--- config.mk ---
export PLATFORM = sky130hd
export DESIGN_NAME = axis_boxcar_avg_flat
export DESIGN_NICKNAME = d
export VERILOG_FILES = /design/src/rtl/axis_boxcar_avg_if.sv /design/src/rtl/axis_boxcar_avg.sv /design/src/flat_wrapper.sv
export SDC_FILE = /design/constraint.sdc
export NUM_CORES = 2
export LEC_CHECK = 0
export CORE_MARGIN = 5
export CORE_UTILIZATION = 48
export CTS_CLUSTER_DIAMETER = 80
export DETAILED_ROUTE_END_ITERATION = 8
export PLACE_DENSITY_LB_ADDON = 0.08
export SYNTH_ARGS = -nofsm -noshare
export SYNTH_HDL_FRONTEND = slang
export SYNTH_SLANG_ARGS = --single-unit
--- constraint.sdc ---
create_clock -name clk -period 7.88 [get_ports clk]
set_clock_uncertainty 0.1 [all_clocks]
set_input_delay 0.788 -clock clk [delete_from_list [all_inputs] [get_ports clk]]
set_output_delay 0.788 -clock clk [all_outputs]
set_load 0.02 [all_outputs]
--- src/rtl/axis_boxcar_avg_if.sv ---
// AXI4-Stream style channel used on both sides of the boxcar averager.
`timescale 1ns/1ps
interface axis_boxcar_avg_if #(
   parameter int DATA_W = 32
);
   // Handshake: a beat moves on a rising edge where tvalid && tready are both
   // high. Once the master raises tvalid it keeps tvalid and tdata steady
   // until that transfer happens, so tvalid never depends on tready. The
   // slave may drive tready from tvalid combinationally.
   logic              tvalid;
   logic              tready;
   logic [DATA_W-1:0] tdata;

   modport master (output tvalid, output tdata, input tready);
   modport slave  (input tvalid, input tdata, output tready);
endinterface

--- src/rtl/axis_boxcar_avg.sv ---
// Moving-average (boxcar) filter over the last LENGTH signed samples.
// Stage 1 keeps the circular window and running sum, stage 2 multiplies by
// the fixed-point reciprocal, stage 3 shifts, stage 4 saturates to DATA_W.
// A single stall term freezes every stage while the output is blocked.
`timescale 1ns/1ps
module axis_boxcar_avg #(
   parameter int DATA_W      = 32,
   parameter int LENGTH      = 74,
   parameter int SCALE_MULT  = 14170,
   parameter int SCALE_SHIFT = 20
) (
   input  logic               clk,
   input  logic               rst_n,
   input  logic               clear,
   axis_boxcar_avg_if.slave   s_axis,
   axis_boxcar_avg_if.master  m_axis,
   output logic               window_full
);
   localparam int PTR_W  = $clog2(LENGTH);
   localparam int CNT_W  = $clog2(LENGTH + 1);
   localparam int SUM_W  = DATA_W + $clog2(LENGTH) + 1;
   // 17 bits hold the 16-bit unsigned multiplier as a positive signed value.
   localparam int PROD_W = SUM_W + 17;

   localparam logic [PTR_W-1:0]         PTR_LAST = PTR_W'(LENGTH - 1);
   localparam logic [CNT_W-1:0]         CNT_FULL = CNT_W'(LENGTH);
   localparam logic signed [PROD_W-1:0] MULT_EXT = PROD_W'(SCALE_MULT);
   localparam logic signed [PROD_W-1:0] MAX_Q    =
      {{(PROD_W-DATA_W+1){1'b0}}, {(DATA_W-1){1'b1}}};
   localparam logic signed [PROD_W-1:0] MIN_Q    =
      {{(PROD_W-DATA_W+1){1'b1}}, {(DATA_W-1){1'b0}}};

   // Window storage is never cleared; cnt_q decides whether a slot is live.
   logic signed [DATA_W-1:0] win_q [LENGTH];

   logic [PTR_W-1:0]         ptr_q, ptr_d;
   logic [CNT_W-1:0]         cnt_q, cnt_d;
   logic signed [SUM_W-1:0]  sum_q, sum_d;
   logic signed [PROD_W-1:0] sum_ext;
   logic signed [PROD_W-1:0] prod_q, prod_d;
   logic signed [PROD_W-1:0] q_q, q_d;
   logic [DATA_W-1:0]        out_q, out_d;
   logic                     v1_q, v2_q, v3_q, out_valid_q;
   logic                     full_q;

   logic                     stall;
   logic                     accept;
   logic signed [DATA_W-1:0] x;
   logic signed [DATA_W-1:0] old_sample;

   assign x      = s_axis.tdata;
   assign stall  = out_valid_q && !m_axis.tready;
   // A clear cycle refuses input so the sample offered with it is dropped.
   assign s_axis.tready = !stall && !clear;
   assign accept = s_axis.tvalid && s_axis.tready;

   assign m_axis.tvalid = out_valid_q;
   assign m_axis.tdata  = out_q;
   assign window_full   = full_q;

   // Window bookkeeping: the oldest sample leaves the sum only once the window is full.
   always_comb begin
      old_sample = '0;
      sum_d      = sum_q;
      ptr_d      = ptr_q;
      cnt_d      = cnt_q;
      if (cnt_q == CNT_FULL) begin
         old_sample = win_q[ptr_q];
      end
      if (accept) begin
         sum_d = sum_q + {{(SUM_W-DATA_W){x[DATA_W-1]}}, x}
                       - {{(SUM_W-DATA_W){old_sample[DATA_W-1]}}, old_sample};
         ptr_d = (ptr_q == PTR_LAST) ? '0 : ptr_q + PTR_W'(1);
         if (cnt_q != CNT_FULL) begin
            cnt_d = cnt_q + CNT_W'(1);
         end
      end
   end

   // Scaling datapath: signed multiply, floor shift, clamp to the output range.
   always_comb begin
      sum_ext = {{(PROD_W-SUM_W){sum_q[SUM_W-1]}}, sum_q};
      prod_d  = sum_ext * MULT_EXT;
      q_d     = prod_q >>> SCALE_SHIFT;
      out_d   = q_q[DATA_W-1:0];
      if (q_q > MAX_Q) begin
         out_d = {1'b0, {(DATA_W-1){1'b1}}};
      end else if (q_q < MIN_Q) begin
         out_d = {1'b1, {(DATA_W-1){1'b0}}};
      end
   end

   // Sample write into the circular window (no reset needed, masked by cnt_q).
   always_ff @(posedge clk) begin
      if (accept) begin
         win_q[ptr_q] <= x;
      end
   end

   // Pipeline registers: reset/clear empty the pipe, stall freezes all stages.
   always_ff @(posedge clk or negedge rst_n) begin
      if (!rst_n) begin
         sum_q       <= '0;
         ptr_q       <= '0;
         cnt_q       <= '0;
         full_q      <= 1'b0;
         v1_q        <= 1'b0;
         prod_q      <= '0;
         v2_q        <= 1'b0;
         q_q         <= '0;
         v3_q        <= 1'b0;
         out_q       <= '0;
         out_valid_q <= 1'b0;
      end else if (clear) begin
         sum_q       <= '0;
         ptr_q       <= '0;
         cnt_q       <= '0;
         full_q      <= 1'b0;
         v1_q        <= 1'b0;
         v2_q        <= 1'b0;
         v3_q        <= 1'b0;
         out_valid_q <= 1'b0;
      end else if (!stall) begin
         sum_q       <= sum_d;
         ptr_q       <= ptr_d;
         cnt_q       <= cnt_d;
         full_q      <= (cnt_d == CNT_FULL);
         v1_q        <= accept;
         prod_q      <= prod_d;
         v2_q        <= v1_q;
         q_q         <= q_d;
         v3_q        <= v2_q;
         out_q       <= out_d;
         out_valid_q <= v3_q;
      end
   end
endmodule

--- src/flat_wrapper.sv ---
// flat-port wrapper written by rule: the top's interface ports become plain ports
module axis_boxcar_avg_flat 
#(
   parameter int DATA_W      = 32,
   parameter int LENGTH      = 74,
   parameter int SCALE_MULT  = 14170,
   parameter int SCALE_SHIFT = 20
)
  (clk, rst_n, clear, window_full, s_axis_tvalid, s_axis_tdata, s_axis_tready, m_axis_tvalid, m_axis_tdata, m_axis_tready);
  axis_boxcar_avg_if #(.DATA_W(DATA_W)) s_axis_i ();
  axis_boxcar_avg_if #(.DATA_W(DATA_W)) m_axis_i ();
  input  logic clk;
  input  logic rst_n;
  input  logic clear;
  output logic window_full;
  input wire logic [$bits(s_axis_i.tvalid)-1:0] s_axis_tvalid;
  input wire logic [$bits(s_axis_i.tdata)-1:0] s_axis_tdata;
  output wire logic [$bits(s_axis_i.tready)-1:0] s_axis_tready;
  output wire logic [$bits(m_axis_i.tvalid)-1:0] m_axis_tvalid;
  output wire logic [$bits(m_axis_i.tdata)-1:0] m_axis_tdata;
  input wire logic [$bits(m_axis_i.tready)-1:0] m_axis_tready;
  assign s_axis_i.tvalid = s_axis_tvalid;
  assign s_axis_i.tdata = s_axis_tdata;
  assign s_axis_tready = s_axis_i.tready;
  assign m_axis_tvalid = m_axis_i.tvalid;
  assign m_axis_tdata = m_axis_i.tdata;
  assign m_axis_i.tready = m_axis_tready;
  axis_boxcar_avg #(.DATA_W(DATA_W), .LENGTH(LENGTH), .SCALE_MULT(SCALE_MULT), .SCALE_SHIFT(SCALE_SHIFT)) u_core (.clk(clk), .rst_n(rst_n), .clear(clear), .s_axis(s_axis_i), .m_axis(m_axis_i), .window_full(window_full));
endmodule
==> summary.txt <==
Worst setup path
  – Crit-path max FO: 25
  – CP Capture Type: flop
  – Cells along the critical path: inv_2 > nor2_4 > buf_12 > buf_4 > a22oi_1 > nand4_1 > o211ai_1 > a311oi_1 > buf_4 > a21oi_1 > nor2_1 > fa_1 > inv_1 > ha_1 > and4_1 > nor4b_2 > a32oi_1 > o2111ai_2 > nand2_2 > o311a_1 > o21ai_0 > and4b_1 > mux2_4
  – CP max-delay cell: dfrtp_4
  – Most frequent CP cell: buf_4
  – CP Class: flop to flop
  – CP required: ~8.6 ns
  – CP arrival: 8.16 ns
  – Worst Setup SP: u_core.ptr_q[0]$_DFFE_PN0P_
  – CP Buf/Inv Count: 5
  – CP peak stage delay: 0.78 ns
  – Top Family by Delay on Critical Path: compound AO/OA/AOI/OAI gates
  – Worst setup SP type: flop
  – R2R Path Start: u_core.ptr_q[0]$_DFFE_PN0P_

Yosys
  – Yosys top cell area share: 0.657
  – Primary FF master, synth: edfxtp_1
  – Sequential fraction of the synthesis area: 0.695
  – Top cells by count, synth: edfxtp_1 (2368), a22oi_1 (778), inv_1 (554)
  – Post-synth top area cell: edfxtp_1
  – Synth warnings: 0
  – Synth Register Bits: 2529
  – Most frequent cell after synthesis: edfxtp_1
  – Top area cells in the synthesized netlist: edfxtp_1 (66%), fa_1 (5.7%), a22oi_1 (5.4%), dfrtp_1 (3.7%), ha_1 (2.8%)
  – Post-synthesis net count: around 7500
  – Synth Instances: 6932
  – Post-synthesis cell type count: 90
  – Mapped Avg Cell Area: 15.6 um^2
  – Post-Syn Area: 108000 um^2
  – Post-synth EDFFs: 2368
  – Post-synth ARST share: 0.0637

Hold path
  – Hold wc startpoint: s_axis_tdata[1]
  – Worst Hold Class: input port to flop

Timing
  – Final period utilization: 0.947
  – # setup viols final: 0
  – Final min period: 7.47 ns
  – Max Fclk: ~0.13 GHz
  – Least-Margin Pin Slew: 1.36 ns
  – Hold Vio Cnt, Final: 0
  – Setup TNS: 0 ns
  – RSZ-0062 raised after global routing: no
  – Slew Limit Headroom: 0.0945
  – Final slew viol count: 0

Power
  – Static Leak: about 42 nW
  – Seq pwr share: 0.279
  – Int Pwr: 33.6 mW
  – Overall Power: 55.7 mW
  – PD cells: 456 nW/um^2
  – Worst-case vdd ir drop: 0.00110 V
  – Switching pwr: around 22 mW
  – Switching part of the total: 0.397
  – Comb pwr share: 0.502
  – Clock power share: 0.219

Final layout
  – Fraction of layout cells with a size suffix above 1: 0.116
  – Post-layout net count: between 7000 and 8000
  – Layout fillers: 17900
  – Area growth syn-to-layout: 13.0%

Place
  – Port Buffer Count: between 70 and 80
  – Post-DP HPWL: 205 mm
  – Final Wtd Congestion: 0.917

Global routing
  – Largest net degree at the start of global routing: 101
  – Number of global-route vias before repair: 64900
  – Remaining Overflow, GRT: 0
  – GRT Util Overall: 0.286
  – Global-route wire length before repair: 484 mm
  – Antenna violations before repair: 17

Die
  – Die Ht: 485 um
  – Die width: 485 um
  – Core ar.: 224000 um^2
  – Io pins: 72
  – Die outline area: 235000 um^2
  – Initial Util: 0.482
  – FP Rows: 174

Detailed routing
  – Vias per Instance: 6.25
  – Antenna-violating nets left: 0
  – Total vias in the final route: roughly 65000
  – DR DRC count: 0
  – Drt initial violations: 8570
  – Routed wire length: about 340 mm
  – DR pass1 iterations: 6
  – Routed WL per cell: 33.0 um

Clock network
  – H-tree depth: 5
  – Clock buffer depth: 4
  – Post-CTS setup buffer count: 0
  – CTS tree: done
  – Cts bufs inserted: 281
  – Clk slew on worst S/H paths: ~0.06 ns
  – Post-CTS resize count: 0
  – Clk root buf: clkbuf_16
  – Clk sinks: 2529
  – Clk Latency, worst-skew pair: roughly 0.95 ns

Run status
  – Run status: finished, final reports clean

Flow run
  – Max-cap violations: 0
repair_timing:
| action | in CTS | in global routing |
|---|---|---|
| hold endpoints to repair | 99 | 0 |
| hold buffers | 1 | 0 |
| setup endpoints to repair | 0 | 0 |
kinds of logic (layout without fill, tap and decap cells):
logic type	Yosys count	in the layout	synth area share
fa+ha+maj	551	551	0.0849
simple gates	975	975	0.0429
flops	2529	2529	0.695
xor+xnor	75	75	0.00607
compound gates	1704	1704	0.114
other cells	0	4	0
buf+inv	932	1382	0.0365
mux	166	166	0.0208
layer usage:
layer  share of wire  track usage  wire, um
met1            0.41        0.404    140000
met3           0.096       0.0622     32900
met5        0.000096            0        33
met4           0.037       0.0941     12600
met2            0.46        0.447    157000
path summary, 6_finish.rpt:
check                                                     end  slack [ns]  cells after the start
max                              u_core.sum_q[39]$_DFFE_PN0P_        0.41                     23
min                             u_core.win_q[21][1]$_DFFE_PP_        0.11                      1
max reg2reg                      u_core.sum_q[39]$_DFFE_PN0P_        0.41                     23
min reg2reg                        u_core.q_q[19]$_DFFE_PN0P_        0.33                      2
max in group asynchronous         u_core.ptr_q[3]$_DFFE_PN0P_        5.61                      3
min in group asynchronous  u_core.m_axis.tdata[5]$_DFFE_PN0P_        0.53                      2
metrics by stage:
stage | setup WS, ns | hold WS (ns) | area (um^2) | utilization | std cells
floorplan | 2.26 | 0.330 | 108000 | - | 6932
CTS | 0.577 | 0.0585 | 122000 | 0.545 | 10400
global route | 0.368 | 0.0784 | 122000 | 0.545 | 10400
detailed placement | 0.621 | 0.352 | 114000 | 0.508 | 9906
finish | 0.415 | 0.112 | 122000 | 0.545 | 10400
global placement | 0.574 | 0.349 | 114000 | 0.508 | 9906
layout by cell type, fill, tap and decap left out, drive strengths merged, types with 58 or more instances in the layout:
cell,instances
nand4,223
nand2,343
a22oi,778
edfxtp,2368
a22o,116
a21o,58
fa,306
a221oi,133
ha,243
buf,319
inv,566
o21ai,188
nor2,254
clkinv,79
dfrtp,161
clkbuf,363
a21oi,194
mux2i,83
power groups by stage:
stage	clock network [mW]	logic [mW]	registers, mW
global placement	0	27.9	15.8
CTS	12.4	28.2	15.6
floorplan	0	21.3	15.8
detailed placement	0	28.0	15.8
finish	12.2	28.0	15.5
global route	13.0	32.2	15.6
layout make-up:
cell class	count	area [um^2]	area share
Sequential cell	2529	75200	0.615
Multi-Input combinational cell	3471	29700	0.243
Clock buffer	363	7510	0.0614
Tap cell	2992	3740	0.0306
Timing Repair Buffer	358	3230	0.0264
Inverter	557	2090	0.0171
Clock inverter	104	836	0.00684
Antenna cell	4	10.0	0.0000819
sequential cells by signal (all words and copies together) (netlist names):
register	cells
u_core.cnt_q	7
u_core.m_axis.tdata	32
u_core.m_axis.tvalid	1
u_core.prod_q	35
u_core.ptr_q	7
u_core.q_q	35
u_core.sum_q	40
u_core.v1_q	1
u_core.v2_q	1
u_core.v3_q	1
u_core.win_q	2368
u_core.window_full	1
No activity file was read; power rests on OpenSTA's default activity.
